File: src/rtl/scanout_pkg.sv
// rtl/scanout_pkg.sv - shared types and geometry defaults for frame buffer scanout
package scanout_pkg;

    localparam logic [16:0] FB_LAST_ADDR = 17'd76799;
    localparam int          H_PIX_DEF    = 320;
    localparam int          V_PIX_DEF    = 240;

    typedef struct packed {
        logic [7:0] r;
        logic [7:0] g;
        logic [7:0] b;
    } pixel_t;

    typedef enum logic [1:0] {
        IDLE,
        FETCH,
        DRAIN
    } scan_state_t;

endpackage

File: src/rtl/frame_buf_scanout_if.sv
// rtl/frame_buf_scanout_if.sv - frame buffer read port and pixel stream bundle
interface frame_buf_scanout_if;
    import scanout_pkg::*;

    logic        fb_grant;
    logic        frame_buf_re;
    logic [16:0] frame_buf_addr;
    logic [23:0] frame_buf_data;
    logic        pix_valid;
    logic        pix_ready;
    pixel_t      pix_data;
    logic        pix_sof;
    logic        pix_eol;
    logic        pix_eof;

    modport master (
        input  fb_grant, frame_buf_data, pix_ready,
        output frame_buf_re, frame_buf_addr,
        output pix_valid, pix_data, pix_sof, pix_eol, pix_eof
    );

    modport slave (
        output fb_grant, frame_buf_data, pix_ready,
        input  frame_buf_re, frame_buf_addr,
        input  pix_valid, pix_data, pix_sof, pix_eol, pix_eof
    );

endinterface

File: src/rtl/frame_buf_scanout_pix_fifo.sv
// rtl/frame_buf_scanout_pix_fifo.sv - first-word-fall-through pixel FIFO
module pix_fifo
    import scanout_pkg::*;
#(
    parameter  int DEPTH = 8,
    localparam int AW    = $clog2(DEPTH),
    localparam int CW    = AW + 1
) (
    input  logic          clk,
    input  logic          rst,
    input  logic          push,
    input  pixel_t        push_data,
    input  logic          pop,
    output pixel_t        head,
    output logic [CW-1:0] count,
    output logic          full,
    output logic          empty
);

    pixel_t        mem_q [DEPTH];
    logic [AW-1:0] wr_ptr_q, wr_ptr_d;
    logic [AW-1:0] rd_ptr_q, rd_ptr_d;
    logic [CW-1:0] count_q, count_d;
    logic          do_push, do_pop;

    assign full    = count_q == CW'(DEPTH);
    assign empty   = count_q == '0;
    assign do_push = push && !full;
    assign do_pop  = pop && !empty;
    assign head    = mem_q[rd_ptr_q];
    assign count   = count_q;

    // Pointers wrap naturally because DEPTH is a power of two.
    always_comb begin
        wr_ptr_d = wr_ptr_q + AW'(do_push);
        rd_ptr_d = rd_ptr_q + AW'(do_pop);
        count_d  = count_q + CW'(do_push) - CW'(do_pop);
    end

    always_ff @(posedge clk) begin
        if (!rst) begin
            wr_ptr_q <= '0;
            rd_ptr_q <= '0;
            count_q  <= '0;
        end else begin
            wr_ptr_q <= wr_ptr_d;
            rd_ptr_q <= rd_ptr_d;
            count_q  <= count_d;
        end
    end

    always_ff @(posedge clk) begin
        if (do_push) begin
            mem_q[wr_ptr_q] <= push_data;
        end
    end

endmodule

File: src/rtl/frame_buf_scanout.sv
// rtl/frame_buf_scanout.sv - sequential frame buffer reader feeding a marked pixel stream
// SCANOUT_PIX_DOUBLE_EN: present every fetched pixel for two output transfers.
module frame_buf_scanout
    import scanout_pkg::*;
#(
    parameter int FIFO_DEPTH = 8,
    parameter int H_PIX      = H_PIX_DEF,
    parameter int V_PIX      = V_PIX_DEF
) (
    input  logic                clk,
    input  logic                rst,
    input  logic                start,
    output logic                done,
    frame_buf_scanout_if.master bus
);

`ifdef SCANOUT_PIX_DOUBLE_EN
    localparam int REP = 2;
`else
    localparam int REP = 1;
`endif
    localparam int              CW        = $clog2(FIFO_DEPTH) + 1;
    localparam int              XW        = $clog2(H_PIX * REP);
    localparam int              YW        = $clog2(V_PIX);
    localparam logic [16:0]     LAST_ADDR = 17'(H_PIX * V_PIX - 1);
    localparam logic [XW-1:0]   X_LAST    = XW'(H_PIX * REP - 1);
    localparam logic [YW-1:0]   Y_LAST    = YW'(V_PIX - 1);

    scan_state_t   state_q, state_d;
    logic [16:0]   addr_q, addr_d;
    logic [XW-1:0] x_q, x_d;
    logic [YW-1:0] y_q, y_d;
    logic          inflight_q, inflight_d;
    logic          fb_re, xfer, pop, credit_ok, at_eol, at_eof;
    pixel_t        head;
    logic [CW-1:0] fifo_count;
    logic          fifo_full, fifo_empty;

    pix_fifo #(.DEPTH(FIFO_DEPTH)) u_pix_fifo (
        .clk       (clk),
        .rst       (rst),
        .push      (inflight_q),
        .push_data (pixel_t'(bus.frame_buf_data)),
        .pop       (pop),
        .head      (head),
        .count     (fifo_count),
        .full      (fifo_full),
        .empty     (fifo_empty)
    );

    // A read is allowed only if its data is sure to find a free slot next cycle.
    assign credit_ok = !fifo_full && ((fifo_count + CW'(inflight_q)) < CW'(FIFO_DEPTH));
    assign at_eol    = x_q == X_LAST;
    assign at_eof    = at_eol && (y_q == Y_LAST);
    assign xfer      = bus.pix_valid && bus.pix_ready;
`ifdef SCANOUT_PIX_DOUBLE_EN
    assign pop       = xfer && x_q[0];
`else
    assign pop       = xfer;
`endif

    assign done               = state_q == IDLE;
    assign bus.frame_buf_re   = fb_re;
    assign bus.frame_buf_addr = addr_q;
    assign bus.pix_valid      = !fifo_empty;
    assign bus.pix_data       = fifo_empty ? '0 : head;
    assign bus.pix_sof        = !fifo_empty && (x_q == '0) && (y_q == '0);
    assign bus.pix_eol        = !fifo_empty && at_eol;
    assign bus.pix_eof        = !fifo_empty && at_eof;

    always_comb begin
        state_d    = state_q;
        addr_d     = addr_q;
        x_d        = x_q;
        y_d        = y_q;
        fb_re      = 1'b0;
        case (state_q)
            IDLE: begin
                if (start) state_d = FETCH;
            end
            FETCH: begin
                if (bus.fb_grant && credit_ok) begin
                    fb_re = 1'b1;
                    if (addr_q == LAST_ADDR) state_d = DRAIN;
                    else                     addr_d  = addr_q + 17'd1;
                end
            end
            DRAIN: begin
                if (xfer && at_eof) begin
                    state_d = IDLE;
                    addr_d  = '0;
                end
            end
            default: state_d = IDLE;
        endcase
        if (xfer) begin
            if (at_eol) begin
                x_d = '0;
                y_d = (y_q == Y_LAST) ? '0 : y_q + YW'(1);
            end else begin
                x_d = x_q + XW'(1);
            end
        end
        inflight_d = fb_re;
    end

    always_ff @(posedge clk) begin
        if (!rst) begin
            state_q    <= IDLE;
            addr_q     <= '0;
            x_q        <= '0;
            y_q        <= '0;
            inflight_q <= 1'b0;
        end else begin
            state_q    <= state_d;
            addr_q     <= addr_d;
            x_q        <= x_d;
            y_q        <= y_d;
            inflight_q <= inflight_d;
        end
    end

endmodule

File: src/flat_wrapper.sv
// flat-port wrapper written by rule: the top's interface ports become plain ports
module frame_buf_scanout_flat import scanout_pkg::*;
#(
    parameter int FIFO_DEPTH = 8,
    parameter int H_PIX      = H_PIX_DEF,
    parameter int V_PIX      = V_PIX_DEF
)
  (clk, rst, start, done, bus_fb_grant, bus_frame_buf_data, bus_pix_ready, bus_frame_buf_re, bus_frame_buf_addr, bus_pix_valid, bus_pix_data, bus_pix_sof, bus_pix_eol, bus_pix_eof);
  frame_buf_scanout_if bus_i ();
  input  logic clk;
  input  logic rst;
  input  logic start;
  output logic done;
  input wire logic [$bits(bus_i.fb_grant)-1:0] bus_fb_grant;
  input wire logic [$bits(bus_i.frame_buf_data)-1:0] bus_frame_buf_data;
  input wire logic [$bits(bus_i.pix_ready)-1:0] bus_pix_ready;
  output wire logic [$bits(bus_i.frame_buf_re)-1:0] bus_frame_buf_re;
  output wire logic [$bits(bus_i.frame_buf_addr)-1:0] bus_frame_buf_addr;
  output wire logic [$bits(bus_i.pix_valid)-1:0] bus_pix_valid;
  output wire logic [$bits(bus_i.pix_data)-1:0] bus_pix_data;
  output wire logic [$bits(bus_i.pix_sof)-1:0] bus_pix_sof;
  output wire logic [$bits(bus_i.pix_eol)-1:0] bus_pix_eol;
  output wire logic [$bits(bus_i.pix_eof)-1:0] bus_pix_eof;
  assign bus_i.fb_grant = bus_fb_grant;
  assign bus_i.frame_buf_data = bus_frame_buf_data;
  assign bus_i.pix_ready = bus_pix_ready;
  assign bus_frame_buf_re = bus_i.frame_buf_re;
  assign bus_frame_buf_addr = bus_i.frame_buf_addr;
  assign bus_pix_valid = bus_i.pix_valid;
  assign bus_pix_data = bus_i.pix_data;
  assign bus_pix_sof = bus_i.pix_sof;
  assign bus_pix_eol = bus_i.pix_eol;
  assign bus_pix_eof = bus_i.pix_eof;
  frame_buf_scanout #(.FIFO_DEPTH(FIFO_DEPTH), .H_PIX(H_PIX), .V_PIX(V_PIX)) u_core (.clk(clk), .rst(rst), .start(start), .done(done), .bus(bus_i));
endmodule
File: config.mk
export PLATFORM = sky130hd
export DESIGN_NAME = frame_buf_scanout_flat
export DESIGN_NICKNAME = d
export VERILOG_FILES = /design/src/rtl/scanout_pkg.sv /design/src/rtl/frame_buf_scanout_if.sv /design/src/rtl/frame_buf_scanout_pix_fifo.sv /design/src/rtl/frame_buf_scanout.sv /design/src/flat_wrapper.sv
export SDC_FILE = /design/constraint.sdc
export NUM_CORES = 1
export LEC_CHECK = 0
export BUFFER_PORTS_ARGS = -buffer_cell sky130_fd_sc_hd__buf_2
export CAP_MARGIN = 25
export CORE_MARGIN = 2
export CORE_UTILIZATION = 50
export CTS_BUF_LIST = sky130_fd_sc_hd__clkbuf_4 sky130_fd_sc_hd__clkbuf_8
export DETAILED_ROUTE_END_ITERATION = 8
export PLACE_DENSITY = 0.68
export SYNTH_ARGS = -nofsm -noshare
export SYNTH_HDL_FRONTEND = slang
export SYNTH_SLANG_ARGS = --single-unit
File: constraint.sdc
create_clock -name clk -period 3.8 [get_ports clk]
set_clock_uncertainty 0.05 [all_clocks]
set_input_delay 0 -clock clk [delete_from_list [all_inputs] [get_ports clk]]
set_output_delay 0 -clock clk [all_outputs]
set_load 0.02 [all_outputs]
### After elaboration in Yosys (flattened, before gate mapping)

Memories as Yosys holds them, arrays and structs flattened. A register that Yosys moved wholly into a read port is not among the register bits.
Cells that the tools add are included.

| storage, ports and cells | value |
|---|---|
| register bits after elaboration | 47 |
| bits in latches | 0 |
| memory bits (writable) | 192 |
| bits in read-only memories | 0 |
| output and inout bits | 47 |
| logic and storage cells | 67 |
| memories kept | 1 |

| cells by class | value |
|---|---|
| $add $sub $neg | 8 |
| multiply operators | 0 |
| divide/modulo/power cells | 0 |
| magnitude comparators | 1 |
| eq/ne operators | 11 |
| shifts and indexed selects | 0 |
| multiplexer cells | 17 |
| bitwise logic cells | 0 |
| reductions and logical operators | 21 |

Memories:

| name | words | width | rd ports | clocked after Yosys merged registers in | wr ports | RTL line | source |
|---|---|---|---|---|---|---|---|
| u_core.u_pix_fifo.mem_q | 8 | 24 | 1 | 1 | 1 | frame_buf_scanout_pix_fifo.sv:20 | `pixel_t mem_q [DEPTH];` |

Operator list:

| kind | count |
|---|---|
| 2-to-1 mux 17 bit | 3 |
| one-hot mux 17 bit (2 select lines) | 1 |
| 2-to-1 mux 24 bit | 1 |
| adder 17 x 1 -> 17 bit (second input constant) | 1 |
| equality test 17 bit (second input constant) | 1 |
| logical AND 1 bit | 11 |
| adder 9 x 1 -> 9 bit (second input constant) | 1 |
| equality test 9 bit (second input constant) | 1 |
| logical NOT 9 bit | 1 |
| 2-to-1 mux 9 bit | 1 |
| adder 4 x 1 -> 4 bit | 2 |
| adder 8 x 1 -> 8 bit (second input constant) | 1 |
| equality test 8 bit (second input constant) | 1 |
| logical NOT 8 bit | 1 |
| 2-to-1 mux 2 bit | 4 |
| 2-to-1 mux 8 bit | 1 |
| AND reduction 4 bit | 2 |
| adder 3 x 1 -> 3 bit | 2 |
| inequality test 2 x 1 -> 1 bit (second input constant) | 3 |
| one-hot mux 2 bit (3 select lines) | 1 |
| equality test 4 bit (second input constant) | 1 |
| logical NOT 4 bit | 1 |
| < comparator 4 bit (second input constant) | 1 |
| 2-to-1 mux 1 bit | 4 |
| 9 further kinds | 11 |

### Depth between registers and ports, before layout

| depth | value |
|---|---|
| depth in word-level cells | 6 |
| mapped depth | 13 |
| gate-level depth less buffers | 12 |

### Modules after synthesis

A second synthesis with hierarchy kept.

| unflattened totals | value |
|---|---|
| cells, all modules | 604 |
| area, all modules | 9963.3 µm² |

Modules (own cells, without submodules):

| module | instances | cells an instance | area each (µm²) |
|---|---|---|---|
| pix_fifo | 1 | 340 | 7817.5 |
| frame_buf_scanout | 1 | 264 | 2145.8 |

### Least setup slack after synthesis

OpenSTA, ideal clock, no wires.

| path | value |
|---|---|
| kind | reg-to-reg |
| start point | reg u_core.u_pix_fifo.count_q[2] (netlist: u_core.u_pix_fifo.count[2]) |
| end point | mem u_core.u_pix_fifo.mem_q[0][0] in the netlist's numbering (enable) |
| arrival | 2.734 ns |
| data required time | 3.315 ns |
| path slack | 0.580 ns |
| stages on the path, launching flop included | 7 |
| buffers on the path | 0 |
| cell sequence | dfxtp_1 inv_1 ha_1 nor3b_1 nor2b_1 nand2b_1 nor3_1 |

| on the way | value |
|---|---|
| cells in the longest elaborated chain, start to end | 5 |

RTL lines:

| element | RTL line | source |
|---|---|---|
| start: declaration | frame_buf_scanout_pix_fifo.sv:23 | `logic [CW-1:0] count_q, count_d;` |
| start signal: assignment | frame_buf_scanout_pix_fifo.sv:48 | `count_q <= count_d;` |
| equality test 4 bit | frame_buf_scanout_pix_fifo.sv:26 | `assign full = count_q == CW'(DEPTH);` |
| logical NOT 1 bit | frame_buf_scanout_pix_fifo.sv:28 | `assign do_push = push && !full;` |
| logical AND 1 bit | frame_buf_scanout_pix_fifo.sv:28 |  |
| 2-to-1 mux 1 bit | frame_buf_scanout_pix_fifo.sv:53 | `if (do_push) begin` |
| 2-to-1 mux 1 bit (implied by the code) | frame_buf_scanout_pix_fifo.sv:54 | `mem_q[wr_ptr_q] <= push_data;` |
| end: declaration | frame_buf_scanout_pix_fifo.sv:20 |  |

Every way passes these cells.

### Worst setup path after layout

| path | value |
|---|---|
| start point | reg u_core.u_pix_fifo.count_q[2] (netlist: u_core.u_pix_fifo.count[2]) |
| end point | reg u_core.u_pix_fifo.count_q[2] (netlist: u_core.u_pix_fifo.count[2]) |

| on the way | value |
|---|---|
| cells in the longest elaborated chain, start to end | 5 |

RTL lines:

| element | RTL line | source |
|---|---|---|
| equality test 4 bit / logical NOT 4 bit (equally long branches) | frame_buf_scanout_pix_fifo.sv:26, frame_buf_scanout_pix_fifo.sv:27 |  |
| logical NOT 1 bit, on equally long branches | frame_buf_scanout_pix_fifo.sv:28, frame_buf_scanout_pix_fifo.sv:29, frame_buf_scanout.sv:65 |  |
| logical AND 1 bit, on equally long branches | frame_buf_scanout_pix_fifo.sv:28, frame_buf_scanout.sv:55 |  |
| adder 4 x 1 -> 4 bit / logical AND 1 bit (equally long branches) | frame_buf_scanout_pix_fifo.sv:37, frame_buf_scanout_pix_fifo.sv:29 |  |
| subtractor 4 x 1 -> 4 bit (*) | frame_buf_scanout_pix_fifo.sv:37 | `count_d = count_q + CW'(do_push) - CW'(do_pop);` |

Every way passes the cells marked *; elsewhere a longest branch is shown, timed or not.
A chain may end at the register's enable or synchronous reset.

==> reports/qor.tcl <==
set qor(status) {finished, final reports clean}
set qor(crit_end) {u_core.u_pix_fifo.count[2]$_SDFF_PN0_}
set qor(post_synth_instance_area_um2) 9920
set qor(post-route-util_pct) 60.2
set qor(r2r.worst_path.cells) 12
set qor(synth-xor-area-share_pct) 1.77
set qor(cts_hold_buf) 28
set qor(drc_violation_total_after_the_first_tritonroute_iteration) 340
set qor(antenna_cells_inserted) 0
set qor(tritoncts.num_buffers) 40
set qor(dp_hpwl_mm) 12.0
set qor(synth_area_per_cell_um2) 15.8
set qor(final_net_count) 807
set qor(syn-num-nets) 673
set qor(drive_gt1_share_pct) 27.4
set qor(timing.final.hold_violations) 0
set qor(cp_max_fo) 17
set qor(vias_per_cell) 5.59
set qor(wl_per_cell_um) 19.4
set qor(globalRoute.totalOverflow) 0
set qor(postLayoutCellArea_um2) 11700
set qor(port_buffers) 75
set qor(hold_path_class) {in -> reg}
set qor(yosysWarnings) 0
set qor(dominantRegCellSynth) {edfxtp_1}
set qor(drv_cap) 0
set qor(grt.total_usage_pct) 20.5
set qor(synth-edff-count) 192
set qor(cpMaxStageDelayCell) {nor2_1}
set qor(rr_startpoint) {u_core.u_pix_fifo.count[2]$_SDFF_PN0_}
set qor(max_slew.worst_pin.slew_ns) 0.938
set qor(ys_async_sr_fraction_pct) 0
set qor(netlist_top_cells_area) {edfxtp_1 (58%), mux4_2 (11%), dfxtp_1 (9.5%)}
set qor(num_io_pins) 76
set qor(synth-seq-cells) 239
set qor(crit_path_start_kind) {register}
set qor(cts_buffer_depth) 3
set qor(yosysTopAreaCellShare_pct) 58.1
set qor(timing.final.setup_violations) 0
set qor(postSynthCellCount) 629
set qor(power_density_nw_per_um2) 578
set qor(drcViolationCount) 0
set qor(path_clk_slew_ns) 0.06
set qor(max_slew_margin_pct) 37.5
set qor(clock_sinks) 239
set qor(finalWorstPathRequiredPeriod_ns) 2.71
set qor(crit_end_element) {register}
set qor(clock-root-buffer) {clkbuf_8}
set qor(critical_path_class) {reg -> reg}
set qor(start_util_pct) 51.0
set qor(finalWirelength_mm) 20.5
set qor(synth_adder_area_share_pct) 1.97
set qor(standard_cell_row_count) 51
set qor(synth-seq-area-share_pct) 67.6
set qor(finalCritPeriodShare_pct) 71.3
set qor(postCtsSetupRepairBufs) 0
set qor(critPathMaxStageDelay_ns) 0.45
set qor(path_cells) {inv_1 -> ha_1 -> nor3b_2 -> buf_4 -> nor2_1 -> nand2b_1 -> nand2_1 -> ha_1 -> inv_1 -> fa_1 -> xor2_1 -> nor2_1}
set qor(placeable_core_region_um2) 19500
set qor(vdd_drop_max_mv) 0.419
set qor(setup-tns-final_ns) 0
set qor(grt_start_max_net_pins) 51
set qor(tritoncts_clock_tree) {built}
set qor(post_cts_resized) 0
set qor(antenna_violations_before_repair) 0
set qor(critical_path.startpoint) {u_core.u_pix_fifo.count[2]$_SDFF_PN0_}
set qor(slew_violations) 0
set qor(leakagePower_nw) 4.02
set qor(synth_top_family_by_area) {multiplexers}
set qor(yosysUniqueCellTypes) 57
set qor(netlist.top_cell.by_area) {edfxtp_1}
set qor(stdcell_count) 1057
set qor(fmax_mhz) 369
set qor(rsz0062_at_grt) {no}
set qor(chipHeight_um) 145
set qor(synthTopCellsByCount) {edfxtp_1 (192), nor2_1 (64), mux4_2 (48)}
set qor(placed_cells_incl_taps) 957
set qor(most_numerous_cell_in_the_yosys_netlist) {edfxtp_1}
set qor(antenna_violating_nets_post_route) 0
set qor(clock_latency_ns) 0.54
set qor(number_of_global_route_vias_before_repair) 6177
set qor(hold_depth) 2
set qor(cp_arrival_ns) 3.04
set qor(first_pass_grt_wire_length_mm) 32.6
set qor(detailroute.via_count) 5910
set qor(yosys-mux-area-fraction_pct) 13.3
set qor(detailedRoute.firstPassIterationCount) 5
set qor(post_synth_and_or_nand_nor_area_fraction_pct) 9.85
set qor(placement.cell_area_um2) 10700
set qor(reg2reg_slack_ns) 1.09
set qor(finalWeightedCongestion) 0.847
set qor(syn2layout_area_growth_pct) 18.2
set qor(rr_endpoint) {u_core.u_pix_fifo.count[2]$_SDFF_PN0_}
set qor(fp.dieW_um) 145
set qor(htree_num_levels) 2
set qor(floorplan.die_area_um2) 21000
set qor(area_fraction_in_compound_gates_after_synthesis_pct) 3.77
set qor(crit_required_ns) 4.13
-- placed cells by master, fill, tap and decap left out, types with 10 or more instances in the layout --
master         count
clkinv_1          10
a21oi_1           11
nor2_1            58
buf_4             13
nor3_1            14
ha_1              14
mux4_2            48
clkbuf_8          42
edfxtp_1         192
buf_2             75
dlygate4sd3_1     28
mux2i_1           24
nand2_1           29
xnor2_1           14
dfxtp_1           45
inv_1             17
clkbuf_4          14
nand3_1           20
-- report_power, final --
group | switching (mW) | internal, mW | total, mW | leakage [nW]
sequential | 0.115 | 2.89 | 3.01 | 2.11
combinational | 0.893 | 0.718 | 1.61 | 1.50
clock | 0.995 | 1.17 | 2.16 | 0.407
total | 2.00 | 4.78 | 6.78 | 4.02
-- registers in the layout, summed over array words and instances (netlist names) --
signal,cells
u_core.bus.frame_buf_addr,17
u_core.inflight_q,1
u_core.state_q,2
u_core.u_pix_fifo.count,4
u_core.u_pix_fifo.mem_q,192
u_core.u_pix_fifo.rd_ptr_q,3
u_core.u_pix_fifo.wr_ptr_q,3
u_core.x_q,9
u_core.y_q,8
-- cell families (layout without fill, tap and decap cells) --
logic type,count (synthesis),in the layout
muxes,72,72
adders and majority gates,15,15
xor gates and xnor gates,20,20
buffers and inverters,42,205
and+or+nand+nor,189,189
AOI/OAI and AO/OA,52,52
DFF,239,239
-- metrics by stage --
stage	hold slack, ns	setup slack (ns)	power, mW
after floorplan	0.0489	0.580	4.16
final	0.213	1.09	6.78
after CTS	0.173	0.991	6.84
after global placement	0.206	1.24	4.61
after global routing	0.208	0.813	7.13
after detailed placement	0.223	1.08	4.64
-- critical path: cells and delay by family, from the launching register on --
family | cells | cell delay (ns)
DFF | 1 | 0.34
adders and majority gates | 3 | 0.74
buffers and inverters | 3 | 0.36
and+or+nand+nor | 5 | 0.93
xor gates and xnor gates | 1 | 0.14
-- how the worst min path moves through the flow --
stage / startpoint / end / slack (ns)
3_5_place_dp: bus_frame_buf_data[5] / u_core.u_pix_fifo.mem_q[4][5]$_DFFE_PP_ / 0.22
6_report: bus_frame_buf_data[23] / u_core.u_pix_fifo.mem_q[0][23]$_DFFE_PP_ / 0.21
2_1_floorplan: bus_frame_buf_data[0] / u_core.u_pix_fifo.mem_q[0][0]$_DFFE_PP_ / 0.05
3_3_place_gp: bus_frame_buf_data[13] / u_core.u_pix_fifo.mem_q[0][13]$_DFFE_PP_ / 0.21
4_1_cts: bus_frame_buf_data[5] / u_core.u_pix_fifo.mem_q[3][5]$_DFFE_PP_ / 0.17
5_1_grt: bus_frame_buf_data[17] / u_core.u_pix_fifo.mem_q[1][17]$_DFFE_PP_ / 0.21
-- cell type report --
cell class                 count  area (µm²)
multi-input combinational    348        3070
fill                        1475        7740
clock inverter                15        80.1
inverter                      17        63.8
clock buffer                  56         683
sequential                   239        6710
timing repair buffer         117         781
tap                          265         332
-- layer usage --
layer	vias to the layer above	part of all wire (%)	GRT usage, %
li1	2722	-	-
met1	2933	43	27.2
met2	217	49	33.5
met3	38	6.0	4.28
met4	0	2.1	7.61
met5	-	0	0
No activity file was read; power rests on OpenSTA's default activity.
